File: src/rtl/mul_arbiter.sv
// Round-robin arbiter sharing one fixed-latency pipelined multiplier among NREQ requesters,
// with a credit-gated response FIFO. Optional statistics counters under `MUL_ARB_STATS_EN.
module mul_arbiter #(
  parameter int WIDTH      = 8,
  parameter int NREQ       = 4,
  parameter int IDW        = $clog2(NREQ),
  parameter int MUL_LAT    = 2,
  parameter int FIFO_DEPTH = 4
) (
  input  logic                    clk,
  input  logic                    rst,
  input  logic [NREQ-1:0]         req_valid,
  output logic [NREQ-1:0]         req_ready,
  input  logic [NREQ*WIDTH-1:0]   req_x,
  input  logic [NREQ*WIDTH-1:0]   req_w,
  output logic [WIDTH-1:0]        mul_x,
  output logic [WIDTH-1:0]        mul_w,
  input  logic [2*WIDTH-1:0]      mul_p,
  output logic                    rsp_valid,
  input  logic                    rsp_ready,
  output logic [IDW-1:0]          rsp_id,
  output logic [2*WIDTH-1:0]      rsp_data,
`ifdef MUL_ARB_STATS_EN
  output logic [NREQ*16-1:0]      grant_cnt,
  output logic [15:0]             stall_cnt,
`endif
  output logic                    busy
);

  localparam int CNTW = $clog2(FIFO_DEPTH + 1);
  localparam int AW   = (FIFO_DEPTH > 1) ? $clog2(FIFO_DEPTH) : 1;
  localparam logic [CNTW:0] DEPTH_C = (CNTW+1)'(FIFO_DEPTH);

  function automatic logic [AW-1:0] ptr_inc(input logic [AW-1:0] p);
    return (p == AW'(FIFO_DEPTH - 1)) ? '0 : p + AW'(1);
  endfunction

`ifdef MUL_ARB_STATS_EN
  function automatic logic [15:0] sat_inc(input logic [15:0] c);
    return (c == 16'hFFFF) ? c : c + 16'd1;
  endfunction
`endif

  logic [IDW-1:0]             last;
  logic [IDW:0]               cand;
  logic [IDW-1:0]             gnt;
  logic                       found;
  logic                       can_issue;
  logic                       hs;
  logic [MUL_LAT-1:0]         tag_vld;
  logic [IDW-1:0]             tag_id [MUL_LAT];
  logic [CNTW-1:0]            inflight;
  logic signed [2*WIDTH-1:0]  fifo_data [FIFO_DEPTH];
  logic [IDW-1:0]             fifo_id [FIFO_DEPTH];
  logic [AW-1:0]              wr_ptr;
  logic [AW-1:0]              rd_ptr;
  logic [CNTW-1:0]            fifo_cnt;
  logic                       push;
  logic                       pop;

  // Credit: every issued op owns a FIFO slot from issue until it is popped.
  always_comb begin
    inflight = '0;
    for (int k = 0; k < MUL_LAT; k++) inflight = inflight + CNTW'(tag_vld[k]);
  end

  assign can_issue = ({1'b0, fifo_cnt} + {1'b0, inflight}) < DEPTH_C;

  // Arbitration stage: first valid requester after the last grant.
  always_comb begin
    found = 1'b0;
    gnt   = last;
    cand  = '0;
    for (int k = 1; k <= NREQ; k++) begin
      cand = {1'b0, last} + (IDW+1)'(k);
      if (cand >= (IDW+1)'(NREQ)) cand = cand - (IDW+1)'(NREQ);
      if (!found && req_valid[cand[IDW-1:0]]) begin
        found = 1'b1;
        gnt   = cand[IDW-1:0];
      end
    end
  end

  assign hs = found && can_issue && !rst;

  always_comb begin
    req_ready = '0;
    if (hs) req_ready[gnt] = 1'b1;
  end

  assign mul_x = hs ? req_x[gnt*WIDTH +: WIDTH] : '0;
  assign mul_w = hs ? req_w[gnt*WIDTH +: WIDTH] : '0;

  assign push      = tag_vld[MUL_LAT-1];
  assign rsp_valid = (fifo_cnt != '0) && !rst;
  assign pop       = rsp_valid && rsp_ready;
  assign rsp_id    = rsp_valid ? fifo_id[rd_ptr] : '0;
  assign rsp_data  = rsp_valid ? fifo_data[rd_ptr] : '0;
  assign busy      = !rst && ((inflight != '0) || (fifo_cnt != '0));

  // Control state: pointer, tag valids, FIFO occupancy.
  always_ff @(posedge clk) begin
    if (rst) begin
      last     <= IDW'(NREQ - 1);
      tag_vld  <= '0;
      wr_ptr   <= '0;
      rd_ptr   <= '0;
      fifo_cnt <= '0;
    end else begin
      if (hs) last <= gnt;
      tag_vld[0] <= hs;
      for (int k = 1; k < MUL_LAT; k++) tag_vld[k] <= tag_vld[k-1];
      if (push) wr_ptr <= ptr_inc(wr_ptr);
      if (pop)  rd_ptr <= ptr_inc(rd_ptr);
      case ({push, pop})
        2'b10:   fifo_cnt <= fifo_cnt + CNTW'(1);
        2'b01:   fifo_cnt <= fifo_cnt - CNTW'(1);
        default: fifo_cnt <= fifo_cnt;
      endcase
    end
  end

  // Tag delay line and FIFO storage: data only, qualified by the valids above.
  always_ff @(posedge clk) begin
    tag_id[0] <= gnt;
    for (int k = 1; k < MUL_LAT; k++) tag_id[k] <= tag_id[k-1];
    if (push) begin
      fifo_data[wr_ptr] <= mul_p;
      fifo_id[wr_ptr]   <= tag_id[MUL_LAT-1];
    end
  end

  a_no_overflow: assert property (@(posedge clk) disable iff (rst)
    !(push && fifo_cnt == CNTW'(FIFO_DEPTH)));

`ifdef MUL_ARB_STATS_EN
  always_ff @(posedge clk) begin
    if (rst) begin
      grant_cnt <= '0;
      stall_cnt <= '0;
    end else begin
      if (hs) grant_cnt[gnt*16 +: 16] <= sat_inc(grant_cnt[gnt*16 +: 16]);
      if (|req_valid && !can_issue) stall_cnt <= sat_inc(stall_cnt);
    end
  end
`endif

endmodule
File: config.mk
export PLATFORM = sky130hd
export DESIGN_NAME = mul_arbiter
export DESIGN_NICKNAME = d
export VERILOG_FILES = /design/src/rtl/mul_arbiter.sv
export SDC_FILE = /design/constraint.sdc
export NUM_CORES = 1
export LEC_CHECK = 0
export BUFFER_PORTS_ARGS = -buffer_cell sky130_fd_sc_hd__clkbuf_2
export CELL_PAD_IN_SITES_DETAIL_PLACEMENT = 0
export CELL_PAD_IN_SITES_GLOBAL_PLACEMENT = 1
export CORE_MARGIN = 3
export CORE_UTILIZATION = 40
export DETAILED_ROUTE_END_ITERATION = 8
export PLACE_DENSITY = 0.87
export SYNTH_ARGS = -nofsm -noshare
export SYNTH_HDL_FRONTEND = slang
export SYNTH_SLANG_ARGS = --single-unit
File: constraint.sdc
create_clock -name clk -period 4 [get_ports clk]
set_input_delay 0.6 -clock clk [delete_from_list [all_inputs] [get_ports clk]]
set_output_delay 0.6 -clock clk [all_outputs]
set_load 0.02 [all_outputs]
# == After elaboration in Yosys (flattened, before gate mapping) ==
# Memories as Yosys holds them, arrays and structs flattened. A register that Yosys moved wholly into a read port is not among the register bits.
# Index checks and enable logic that the tools add are counted.
# word_totals
n_memories,3
reg_bits,11
mem_bits_rw,76
# op_classes
n_reduce_logical,17
addsub,14
mux,36
n_shift,2
eq_ne,4
magnitude_cmp,11
# memory_table
name,words,width,read_ports,rd_clocked_by_memory_dff,write_ports,line,text
fifo_data,4,16,1,1,1,53,logic signed [2*WIDTH-1:0] fifo_data [FIFO_DEPTH];
fifo_id,4,2,1,1,1,54,logic [IDW-1:0] fifo_id [FIFO_DEPTH];
tag_id,2,2,2,0,2,51,logic [IDW-1:0] tag_id [MUL_LAT];
# ops
op,n
indexed part select 32 x 6 -> 8 bit,2
2-to-1 mux 2 bit,15
2-to-1 mux 16 bit,1
2-to-1 mux 8 bit,2
"< comparator 2 x 3 -> 1 bit, second input constant",5
">= comparator 3 bit, second input constant",4
2-to-1 mux 1 bit,11
logical AND 1 bit,9
binary-select mux 1 bit (select 2 bit),4
"subtractor 2 x 1 -> 2 bit, second input constant",4
"adder 2 x 2 -> 3 bit, second input constant",2
"equality test 2 bit, second input constant",3
one-hot mux 3 bit (2 select lines),1
nonzero test 3 bit,2
"adder 2 x 1 -> 2 bit, second input constant",2
adder 3 x 2 -> 4 bit,1
zero test 1 bit,4
"< comparator 4 x 3 -> 1 bit, second input constant",1
2-to-1 mux 4 bit,1
"adder 2 x 1 -> 3 bit, second input constant",1
"adder 2 x 3 -> 3 bit, second input constant",1
"adder 3 x 1 -> 3 bit, second input constant",1
"subtractor 3 x 1 -> 3 bit, second input constant",1
adder 1 x 1 -> 2 bit,1
other kinds (5),5

# == Logic depth before layout (Yosys ltp) ==
# depth
ltp_word,20
mapped_depth,10
mapped_depth_nobuf,10

# == Least setup slack after synthesis ==
# No wires, ideal clock.
# synth_path
kind,input port to output port
start,in req_valid[3]
end,out mul_w[0]
path_buffers,1
path_stages,6
slack_ns,1.486
arrival_time_ns,1.914
path_cell_list,nor2b_1 a21o_1 a221oi_2 nand2_2 buf_6 o22ai_1
# synth_between
elab_chain_len,15
word_cells_on_any_way,26
cone_classes,shift (1); mux (17); reduce/logical (8)
# synth_lines
element,line,text
"start, declared",12,"input logic [NREQ-1:0] req_valid,"
"parallel branches: the longest is 14 deep, another holds binary-select mux 1 bit (select 2 bit)",-,
2-to-1 mux 8 bit (*),92,assign mul_w = hs ? req_w[gnt*WIDTH +: WIDTH] : '0;
"end, declared",17,"output logic [WIDTH-1:0] mul_w,"
# Every way passes the cells marked *. The select of a mux whose other input is x is not followed.

# == Final worst setup path ==
# layout_path
start,reg last[0]
end,out mul_x[6]
# layout_between
elab_chain_len,18
word_cells_on_any_way,42
cone_classes,add/sub (8); order compare (4); shift (1); mux (21); reduce/logical (8)
# layout_lines
element,line,text
"start, declared",44,logic [IDW-1:0] last;
"start signal, assigned",104,last <= IDW'(NREQ - 1);
"start signal, assigned",110,if (hs) last <= gnt;
"parallel branches: the longest is 17 deep, another holds adder 2 x 1 -> 3 bit",-,
2-to-1 mux 8 bit (*),91,assign mul_x = hs ? req_x[gnt*WIDTH +: WIDTH] : '0;
"end, declared",16,"output logic [WIDTH-1:0] mul_x,"
# Marks and branches as above.

==> results.md <==
- Worst hold slack: between 0.3 and 0.4 ns
- Setup tns final: 0 ns
- Drt pass-1 iters: 4
- Worst slew pin tran: 0.9723 ns
- Post-CTS setup buffers: 0
- CP peak stage delay: between 0.6 and 0.7 ns
- Commonest non-fill, non-tap cell in the layout: clkbuf_2
- Post-Route Utilization: 52.26%
- Row cnt: 35
- Final WL: 8043 um
- Mux cell area share after synthesis: between 10% and 20%
- Unique masters post-synth: 37
- Min-Delay Startpoint: tag_id[0][1]
- GRT Residual Overflow: 0
- Die X: 106.2 um
- WL/cell: 15.47 um
- Slew headroom: 35.18%
- Critical R2R Capture: fifo_cnt[2]
- Switch Pwr: roughly 0.00063 W
- Final WS setup: 0.7946 ns
- Mapped cell area: 4019 um2
- Combinational power share: 23.0%
- Post-cts hold buffer count: 0
- Post-layout min period: around 3.2 ns
- Nets: 483
- Setup CP Type: register to output pin
- Total GRT Usage: 14.80%
- Setup slack after placement: 0.8600 ns
- Max FO, Critical Path: 24
- Worst-path cell chain: nand2b_1, o21ai_0, o21ai_4, buf_4, mux2i_1, o22ai_1, clkbuf_2
- Clk pwr share: 29.0%
- Hold Path Class: register to register
- Syn_area_per_cell: 15.52 um2
- Largest net degree at the start of global routing: 25
- Antenna violations before repair: 0
- CP Data Arrival Time: 2.61 ns
- Largest family of logic cells by synthesized area: multiplexers
- Global-route wire length before repair: between 10000 and 15000 um
- Root Driver: clkbuf_8
- Seq/Total Area, Yosys: 62.27%
- Hold Path Sink: tag_id[0][3]
- Num CTS Buffers: 9
- Hold Path Cell Cnt: 0
- Setup crit start kind: register
- Flop pwr share: a little under half
- Synth-to-Final Area Change: 23.57%
- Post_cts resized: 0
- Synthesis warning total: 0
- Cells after Synth: 259
- Reg2reg start: fifo_cnt[0]
- Yosys top cell by area: edfxtp_1
- Vias/cell: around 5.0
- Post-Syn Nets: 356
- Post-Synth Simple-Gate Area: 7.130%
- Internal power: approximately 0.0016 W
- Final Skew: 0.007989 ns
- Post-Synth Adder-Cell Area: roughly 3.3%
- Diode count: 0
- Synth Area in XOR/XNOR: 0.4359%
- Synth top area cells: edfxtp_1 (54%), mux4_2 (10%), dfxtp_1 (8.5%), mux2i_1 (8.2%), and2_1 (3.4%)
- Skew-Pair Late Insertion Delay: approximately 0.35 ns
- Synth top area share: between 50% and 60%
- Sink Count: 89
- Register bit total from synthesis: 89
- Peak Freq: 312.0 MHz
- Compound-cell area share of the yosys netlist: 5.230%
- Worst EP required: between 3 and 4 ns
- H-tree level count: 3
- Clock buffer depth: 2
- CTS tree: built
- ANT nets after route: 0
- Final hold violations: 0
- GP Congestion: 0.7419
- Area of the core: 9503 um2
- Static Leak: 2.021 nW
- Pwr dens: 454.4 nW/um2
- DRC viols: 0
- Worst VDD drop: 0.1590 mV
- CP Capture Type: output pin
- Max-Cap Viols: 0
- Run status: finished clean
- FF-to-FF setup slack: 1.62 ns
- Final setup fails: 0
- Fillers: 849
- Die area: 11290 um2
- Commonest non-fill, non-tap cells in the layout: clkbuf_2 (126), edfxtp_1 (72), mux2i_1 (33), and2_1 (22), mux4_2 (18)
- Layout cells sized above 1: 42.97%
- Ports: about 130
- Via count: 2621
- Tcrit/Tclk final: about four fifths
- Detailed placement HPWL: 5828 um
- RSZ-0062 raised after global routing: no
- Drt initial violations: 102
- R2r worst-path depth: 11
- IO Port Bufs: 126
- Slew Viols, Final: 0
- Sw frac: 27.75%
- Vias in the first global route: 2707
- Crit-path slowest cell: o21ai_4
- Clock transition at path regs: 0.08 ns
- Initial Util: 42.29%
- Die height: approximately 110 um
==> power by group through the flow <==
stage                     Clock [W]  Sequential (W)  Combinational [W]
final                      0.000655         0.00108           0.000518
after global routing       0.000709         0.00109           0.000566
after CTS                  0.000672         0.00108           0.000527
after detailed placement          0         0.00111           0.000526
after global placement            0         0.00110           0.000515
after floorplan                   0         0.00109           0.000391
==> final cells by class <==
class / count / area (um2) / area share (%)
timing repair buffer: 129 / 653.1 / 13.15
tap: 129 / 161.4 / 3.250
clock buffer: 9 / 123.9 / 2.494
inverter: 10 / 37.54 / 0.7559
multi-input combinational: 147 / 1394 / 28.07
sequential: 89 / 2502 / 50.39
clock inverter: 7 / 93.84 / 1.890
==> synthesized netlist by cell type, drive strengths merged <==
| library cell | number |
|---|---|
| nand3 | 1 |
| nor3 | 3 |
| nand2 | 5 |
| nor2 | 14 |
| o41ai | 1 |
| inv | 10 |
| xor2 | 2 |
| o31a | 1 |
| ha | 9 |
| dfxtp | 17 |
| o31ai | 1 |
| o22ai | 16 |
| or2b | 1 |
| nand3b | 2 |
| edfxtp | 72 |
| and2 | 22 |
| a31oi | 1 |
| clkbuf | 4 |
| a221oi | 1 |
| buf | 9 |
| a21o | 1 |
| nor2b | 1 |
| mux2i | 33 |
| or3 | 1 |
| o21ai | 5 |
| mux4 | 18 |
| nand2b | 2 |
| a21oi | 5 |
| fa | 1 |
==> worst max-delay path, delay by kind of cell, from the launching register on <==
family          cells  cell delay (ns)
flops               1             0.40
mux                 1             0.23
compound gates      3             0.92
simple gates        1             0.15
buf+inv             2             0.55
==> through the flow <==
| stage | total power (W) | cell area (um2) | std cells |
|---|---|---|---|
| 2_1_floorplan | 0.001479 | 4019 | 259 |
| 6_report | 0.002257 | 4966 | 520 |
| 5_1_grt | 0.002367 | 4966 | 520 |
| 3_3_place_gp | 0.001619 | 4748 | 504 |
| 3_5_place_dp | 0.001632 | 4748 | 504 |
| 4_1_cts | 0.002284 | 4966 | 520 |
==> flip-flops by register name, indices dropped and copies added (netlist names), named ones only <==
| signal | count |
|---|---|
| tag_id | 4 |
| fifo_data | 64 |
| wr_ptr | 2 |
| tag_vld | 2 |
| last | 2 |
| fifo_id | 8 |
| rd_ptr | 2 |
| fifo_cnt | 3 |
==> how the worst max path moves through the flow <==
stage / start / endpoint / slack, ns / cells past startpoint
4_1_cts: last[0] / mul_x[6] / 0.73 / 7
3_5_place_dp: req_valid[1] / mul_x[6] / 0.86 / 8
3_3_place_gp: req_valid[1] / mul_w[2] / 0.97 / 8
5_1_grt: last[0] / mul_x[6] / 0.57 / 7
6_report: last[0] / mul_x[6] / 0.79 / 7
2_1_floorplan: req_valid[3] / mul_w[0] / 1.49 / 6
==> layer usage <==
metal  part of all wire, %  GRT usage (%)
met2                    51          25.70
met1                    40          17.40
met5                     0              0
met3                   8.0          3.947
met4                   1.7          5.920
==> cell families (layout without fill, tap and decap cells) <==
| family | count (synthesis) | in the layout |
|---|---|---|
| AO/OA/AOI/OAI | 32 | 32 |
| XOR/XNOR | 2 | 2 |
| adder cells (fa/ha/maj) | 10 | 10 |
| buffers and inverters | 23 | 155 |
| flip-flops | 89 | 89 |
| multiplexers | 51 | 51 |
| AND/OR/NAND/NOR | 52 | 52 |
Power figures use the tool's default switching activity.
